**config.mk**
```make
export PLATFORM = sky130hd
export DESIGN_NAME = ped_signal_ctrl
export DESIGN_NICKNAME = d
export VERILOG_FILES = /design/src/rtl/ped_signal_ctrl.sv
export SDC_FILE = /design/constraint.sdc
export NUM_CORES = 1
export LEC_CHECK = 0
export BUFFER_PORTS_ARGS = -buffer_cell sky130_fd_sc_hd__clkbuf_2
export CORE_AREA = 2 2 49 62
export DETAILED_ROUTE_END_ITERATION = 7
export DIE_AREA = 0 0 51 64
export PLACE_DENSITY = 0.64
export REMOVE_ABC_BUFFERS = 1
export SYNTH_ARGS = -nofsm -noshare
export SYNTH_HDL_FRONTEND = slang
export SYNTH_SLANG_ARGS = --single-unit
```
**constraint.sdc**
```tcl
create_clock -name clk -period 2.2 [get_ports clk]
set_input_delay 0.22 -clock clk [delete_from_list [all_inputs] [get_ports clk]]
set_output_delay 0.22 -clock clk [all_outputs]
set_load 0.02 [all_outputs]
```
**src/rtl/ped_signal_ctrl.sv**
```systemverilog
// ped_signal_ctrl: pedestrian signal head FSM; define PED_COUNTDOWN_EN for the FLASH countdown digit on hex_count
module ped_signal_ctrl #(
  parameter int WALK_TIME  = 8,
  parameter int FLASH_TIME = 5
) (
  input  logic       clk,
  input  logic       reset_n,
  input  logic       tick,
  input  logic       enable,
  input  logic       walk_req,
  input  logic       grant,
  output logic       walk_active,
  output logic       ped_done,
  output logic [6:0] hex_symbol,
  output logic [6:0] hex_count
);
  typedef enum logic [1:0] {OFF, DONT_WALK, WALK, FLASH} state_t;
  state_t     state;
  logic [7:0] cnt;
  logic       req_l;
  logic       ph;
  always_ff @(posedge clk or negedge reset_n) begin
    if (!reset_n) begin
      state    <= OFF;
      cnt      <= 8'd0;
      req_l    <= 1'b0;
      ph       <= 1'b0;
      ped_done <= 1'b0;
    end else begin
      ped_done <= 1'b0;
      if (!enable) begin
        state <= OFF;
        cnt   <= 8'd0;
        req_l <= 1'b0;
        ph    <= 1'b0;
      end else begin
        if (walk_req && state != OFF) req_l <= 1'b1;
        case (state)
          OFF:       state <= DONT_WALK;
          DONT_WALK: if (req_l && grant) begin
            state <= WALK;
            cnt   <= 8'(WALK_TIME);
            req_l <= 1'b0;
          end
          WALK:      if (tick) begin
            if (cnt == 8'd1) begin
              state <= FLASH;
              cnt   <= 8'(FLASH_TIME);
              ph    <= 1'b1;
            end else cnt <= cnt - 8'd1;
          end
          FLASH:     if (tick) begin
            cnt <= cnt - 8'd1;
            ph  <= ~ph;
            if (cnt == 8'd1) begin
              state    <= DONT_WALK;
              ped_done <= 1'b1;
            end
          end
          default:   state <= OFF;
        endcase
      end
    end
  end
  assign walk_active = state == WALK || state == FLASH;
  assign hex_symbol  = (state == DONT_WALK || (state == FLASH && ph)) ? 7'b0100001 :
                       state == WALK ? 7'b1011111 : 7'b1111111;
`ifdef PED_COUNTDOWN_EN
  logic [6:0] digit;
  always_comb begin
    digit = 7'b1111111;
    case (cnt)
      8'd0: digit = 7'b1000000;
      8'd1: digit = 7'b1111001;
      8'd2: digit = 7'b0100100;
      8'd3: digit = 7'b0110000;
      8'd4: digit = 7'b0011001;
      8'd5: digit = 7'b0010010;
      8'd6: digit = 7'b0000010;
      8'd7: digit = 7'b1111000;
      8'd8: digit = 7'b0000000;
      8'd9: digit = 7'b0010000;
      default: digit = 7'b1111111;
    endcase
  end
  assign hex_count = state == FLASH ? digit : 7'b1111111;
`else
  assign hex_count = 7'b1111111;
`endif
endmodule
```
==> key figures, run 1 <==
Cells and area
  – FILL cells: 259
  – Layout cell share with drive strength beyond 1: 23.62%
  – Final net count: 141
  – Reg area: 325.3 µm²
  – Layout Area Growth over Synthesis: 10.38%
  – Post-route insts no fill: 161
  – Design area: 0.001117 mm²
  – Multi-input gate area: 576.8 µm²
  – Core Util, Final: 42.10%
  – Diodes inserted: 0

Route
  – DR DRC count: 0
  – TritonRoute pass-1 iters: 3
  – Final WL: 2252 µm
  – Average wire per standard cell: 13.99 µm
  – Via count: 847
  – Post-route ant nets: 0
  – Vias per cell: 5.261
  – Number of DRC markers in iteration 0: 30

Synth
  – Yosys top cell area share: 32.14%
  – Largest cells by area after synthesis: dfrtp_1 32%, buf_4 8.9%, ha_1 8.7%
  – Post-synthesis register bit count: 13
  – Distinct cell type count after synthesis: 38
  – Yosys Warn Count: 0
  – Post-synthesis cell area: 0.001012 mm²
  – Syn Inst Count: 111
  – Area leader, netlist: dfrtp_1
  – Syn_area_per_cell: 9.119 µm²
  – Register area share after synthesis: 32.14%

STA
  – Setup TNS: 0 ns
  – Final worst slack: 0.1342 ns
  – Final setup violating endpoints: 0
  – Final hold slack: 0.1449 ns
  – Hold Fails Final Rpt: 0
  – Period utilization: 93.90%
  – Minimum clock period: 2.066 ns
  – Max-slew headroom: 55.89%
  – Final Max Tran Viols: 0
  – Setup Skew: 0.002625 ns
  – RSZ-0062 raised after global routing: false
  – Worst Tran Pin Value: 0.6524 ns
  – Fmax: 484.1 MHz

Clocking
  – Register clock-pin slew on the reported worst setup and hold paths: 0.08 ns
  – H-tree levels: 1
  – Worst-Skew Late Latency: 0.29 ns
  – Inserted Clock Buffers: 3
  – Clock tree buffer depth: 2
  – Clock sinks: 13
  – Clock Tree Root: clkbuf_4
  – CTS tree: built

Setup path
  – Worst Setup End Kind: flip-flop
  – Worst Path Max Fanout: 8
  – Required @ worst endpoint: 2.41 ns
  – Crit Path Class: flip-flop to flip-flop
  – Arr. time, crit path: 2.28 ns
  – Startpoint types: flip-flop

Placement
  – Final RePlAce weighted congestion: 0.9802
  – DP HPWL: 1719 µm
  – Worst slack at placement: 0.1294 ns
  – Placed cell area: 0.001059 mm²
  – PortBufs: 13
  – Dpl cells: 153

GRT
  – Initial antenna violation count: 0
  – Number of global-route vias before repair: 790
  – Gr usage total: 14.69%
  – Largest net degree at the start of global routing: 14
  – Global-route wire length before repair: 3539 µm
  – Gr ovfl total: 0

Floorplanning
  – Core area: 0.002654 mm²
  – I/O pins: 22
  – Standard-cell rows: 21
  – Vert. Die Dim: 64 µm
  – Initial Util: 38.14%
  – Die width: 51 µm
  – DIE AREA: 0.003264 mm²

Power and ir drop
  – PwrDens: 1302 mW/mm²
  – Total power: 1.455 mW
  – Worst vdd ir: 470.2 µV
  – Leakage power: 0.5102 nW

Status
  – Run status: finished clean

Min path
  – Worst Hold Class: input pin to flip-flop

Run
  – Max-Cap Viols: 0
## power breakdown
part / switching (mW) / internal [mW]
registers: 0.0909 / 0.306
logic: 0.521 / 0.379
clock network: 0.0887 / 0.0707
## layout by cell type (no fill, tap or decap), drive strengths merged, types with 3 or more instances in the layout
cell / Yosys / routed
a31oi: 6 / 6
and2: 3 / 3
nand2: 8 / 8
clkbuf: 0 / 17
nor2: 4 / 4
o21ai: 6 / 6
o22ai: 3 / 3
ha: 7 / 7
a21oi: 6 / 6
buf: 13 / 4
inv: 11 / 11
conb: 1 / 8
dfrtp: 13 / 13
nand3: 4 / 4
## cell families after synthesis
group                      share of synthesized area (%)
adders and majority gates                          8.652
DFF                                                32.14
and+or+nand+nor                                    20.15
buffers and inverters                              13.47
AOI/OAI and AO/OA                                  25.22
other                                             0.3705
## final cells by class
type | count | area share, %
clock buffer | 4 | 2.352
inverter | 11 | 3.695
multi-input combinational | 81 | 51.62
sequential | 13 | 29.12
tap | 34 | 3.807
timing repair buffer | 18 | 9.407
## timing repair
item,in CTS,in global routing
setup buffers,0,3
resized for setup,0,0
endpoints found under the setup margin,0,3
hold buffers,1,0
endpoints found under the hold margin,13,0
## cells in the mapped netlist, drive strengths merged
master and count:
buf 13, dfrtp 13, inv 11, nand2 8
ha 7, a21oi 6, a31oi 6, o21ai 6
nand3 4, nor2 4, and2 3, o22ai 3
a21boi 2, and2b 2, nor3 2, nor4b 2
o21a 2, or4 2, a211oi 1, a221oi 1
a311oi 1, a32o 1, a32oi 1, conb 1
nand2b 1, nor3b 1, nor4 1, o221a 1
o221ai 1, o31ai 1, o32ai 1, or2 1
or3b 1
## layer usage
metal  up-vias  global-route usage (%)  share of wire [%]
met2        31                   25.97                 50
met4         0                   10.14                3.6
met1       395                   15.40                 41
li1        414                       -                  -
met3         7                   2.336                4.4
met5         -                       0                  0
## critical path, cell delays in order (launching register included)
cell and delay, ns:
dfrtp_1 0.40, inv_1 0.10, ha_1 0.31, nor4b_1 0.62, a221oi_4 0.06, buf_4 0.20
buf_4 0.13, a31oi_1 0.17
## registers in the layout, indices dropped and copies added, names as in the netlist
| signal | count |
|---|---|
| cnt | 8 |
| ped_done | 1 |
| ph | 1 |
| req_l | 1 |
| state | 2 |
## path summary, 6_finish.rpt
path,start,end,slack (ns),cells after the start
worst max-delay path,state[0]$_DFFE_PN0P_,cnt[6]$_DFFE_PN0P_,0.13,7
worst min-delay path,grant,req_l$_DFF_PN0_,0.14,2
worst max register to register,state[0]$_DFFE_PN0P_,cnt[6]$_DFFE_PN0P_,0.13,7
worst min register to register,req_l$_DFF_PN0_,req_l$_DFF_PN0_,0.53,1
max in group asynchronous,reset_n,ped_done$_DFF_PN0_,1.60,2
min in group asynchronous,reset_n,cnt[5]$_DFFE_PN0P_,0.35,2
Note: power is estimated with default switching activity, not from simulation.
==> run 2, diff against run 1 <==
- GPL_TIMING_DRIVEN: not set -> 0
- PLACE_DENSITY: 0.64 -> not set
- PLACE_DENSITY_LB_ADDON: not set -> 0.08
==> run 2 against run 1 <==
Effect of this change: first-iteration DRC count decreased by 27%; register-to-register slack about the same; sequential share of layout area increased by 0.20 points; cell area decreased by 0.67%; sequential power decreased by 1%; total power decreased by 1.2%; die area unchanged.
==> key figures, run 2 (synthesis gave the netlist of run 1 again) <==
GRT
  – Gr ovfl total: 0
  – Largest net degree at the start of global routing: 14
  – Global-route wire length before repair: 3436 µm
  – Gr usage total: 14.44%
  – Initial antenna violation count: 0
  – Number of global-route vias before repair: 748

Cells and area
  – Commonest non-fill, non-tap cells in the layout: 13 x dfrtp_1, 13 x clkbuf_2, 11 x inv_1, 8 x nand2_1, 8 x conb_1
  – Core Util, Final: 41.82%
  – Layout cell share with drive strength beyond 1: 23.02%
  – FILL cells: 285
  – Final net count: 140
  – Reg area: 325.3 µm²
  – Biggest regs: cnt (8), state (2)
  – Layout Area Growth over Synthesis: 9.641%
  – Multi-input gate area: 576.8 µm²
  – Max reg flops: 8
  – Diodes inserted: 0
  – Design area: 0.001110 mm²
  – Largest register by flop count: cnt

Route
  – TritonRoute pass-1 iters: 4
  – Average wire per standard cell: 13.32 µm
  – Final WL: 2131 µm
  – DR DRC count: 0
  – Vias per cell: 5.113
  – Via count: 818
  – Post-route ant nets: 0
  – Number of DRC markers in iteration 0: 22

Placement
  – Final RePlAce weighted congestion: 0.7914
  – Placed cell area: 0.001051 mm²
  – PortBufs: 13
  – DP HPWL: 1596 µm

Setup path
  – CP top delay family: compound AO/OA/AOI/OAI gates
  – R2r startpoint: state[0]$_DFFE_PN0P_
  – Arr. time, crit path: 2.24 ns
  – CP Buf/Inv Count: 3
  – R2R Setup Slk: 0.15 ns
  – CP cell instances: inv_1 -> ha_1 -> nor2_4 -> inv_1 -> a221oi_4 -> buf_4 -> a21boi_0 -> o22ai_1
  – Worst Setup End Kind: flip-flop
  – Slowest CP cell: dfrtp_1
  – Required @ worst endpoint: 2.38 ns
  – Reg2reg end: cnt[4]$_DFFE_PN0P_
  – Worst path most repeated cell: inv_1
  – Worst Path Max Fanout: 8
  – Cells on worst reg2reg path: 8
  – Crit Path Class: flip-flop to flip-flop
  – Crit path largest cell delay: 0.40 ns
  – Startpoint types: flip-flop

STA
  – Final setup violating endpoints: 0
  – Setup TNS: 0 ns
  – Minimum clock period: 2.052 ns
  – Worst Tran Pin Value: 0.7127 ns
  – RSZ-0062 raised after global routing: false
  – Hold Fails Final Rpt: 0
  – Max-slew headroom: 52.06%
  – Period utilization: 93.29%
  – Setup Skew: 0.008508 ns
  – Final Max Tran Viols: 0
  – Fmax: 487.3 MHz

Clocking
  – CTS tree: built
  – Clock Tree Root: clkbuf_4
  – Register clock-pin slew on the reported worst setup and hold paths: 0.09 ns
  – Clock tree buffer depth: 2
  – Clock sinks: 13
  – H-tree levels: 1
  – Inserted Clock Buffers: 3
  – Worst-Skew Late Latency: 0.29 ns

Floorplanning
  – Vert. Die Dim: 64 µm
  – I/O pins: 22
  – Die width: 51 µm
  – DIE AREA: 0.003264 mm²
  – Standard-cell rows: 21
  – Core area: 0.002654 mm²
  – Initial Util: 38.14%

Min path
  – Worst Hold Class: input pin to flip-flop
  – WHS Endpoint: req_l$_DFF_PN0_
  – Hold depth: 2
  – Min-delay src: grant

Run
  – Max-Cap Viols: 0

Power and ir drop
  – PwrDens: 1295 mW/mm²
  – Leakage power: 0.5051 nW
  – Worst vdd ir: 492.7 µV

Status
  – Run status: finished clean
run 2: power by group:
group          internal, mW  total [mW]  switching [mW]
clock network        0.0707       0.165          0.0939
registers             0.306       0.392          0.0868
logic                 0.365       0.881           0.515
run 2: what timing repair did:
| action | 4_1_cts | 5_1_grt |
|---|---|---|
| endpoints found under the setup margin | 0 | 3 |
| gates resized for setup | 0 | 0 |
| hold buffers | 1 | 0 |
| buffers inserted | 0 | 3 |
| endpoints found under the hold margin | 13 | 0 |
run 2: how the worst max path moves through the flow:
stage	from	to	slack, ns	cells after the start
floorplan	state[1]$_DFFE_PN0P_	hex_symbol[1]	-0.18	3
global placement	state[0]$_DFFE_PN0P_	cnt[3]$_DFFE_PN0P_	0.08	7
detailed placement	state[0]$_DFFE_PN0P_	cnt[3]$_DFFE_PN0P_	0.04	7
CTS	state[0]$_DFFE_PN0P_	cnt[3]$_DFFE_PN0P_	0.02	7
global route	state[0]$_DFFE_PN0P_	cnt[4]$_DFFE_PN0P_	0.003	8
finish	state[0]$_DFFE_PN0P_	cnt[4]$_DFFE_PN0P_	0.15	8
run 2: cell type report:
type                       count  share of cell area (%)
inverter                      11                   3.720
sequential                    13                   29.31
multi-input combinational     81                   51.97
tap                           34                   3.833
clock buffer                   4                   2.368
timing repair buffer          17                   8.794
run 2: layer usage:
metal	track usage, %	vias to the layer above	wire (µm)
li1	-	411	-
met1	17.25	379	984
met2	23.54	23	1008
met4	8.446	0	47
met3	2.804	5	91
met5	0	-	0
run 2: per-stage QoR:
step	instances	worst slack, ns	power (mW)	hold slack (ns)
2_1_floorplan	105	-0.1779	1.022	-0.07559
3_3_place_gp	152	0.07552	1.227	0.1453
3_5_place_dp	152	0.04390	1.234	0.1460
4_1_cts	157	0.01741	1.397	0.1368
5_1_grt	160	0.003113	1.557	0.1352
6_report	160	0.1477	1.437	0.1299
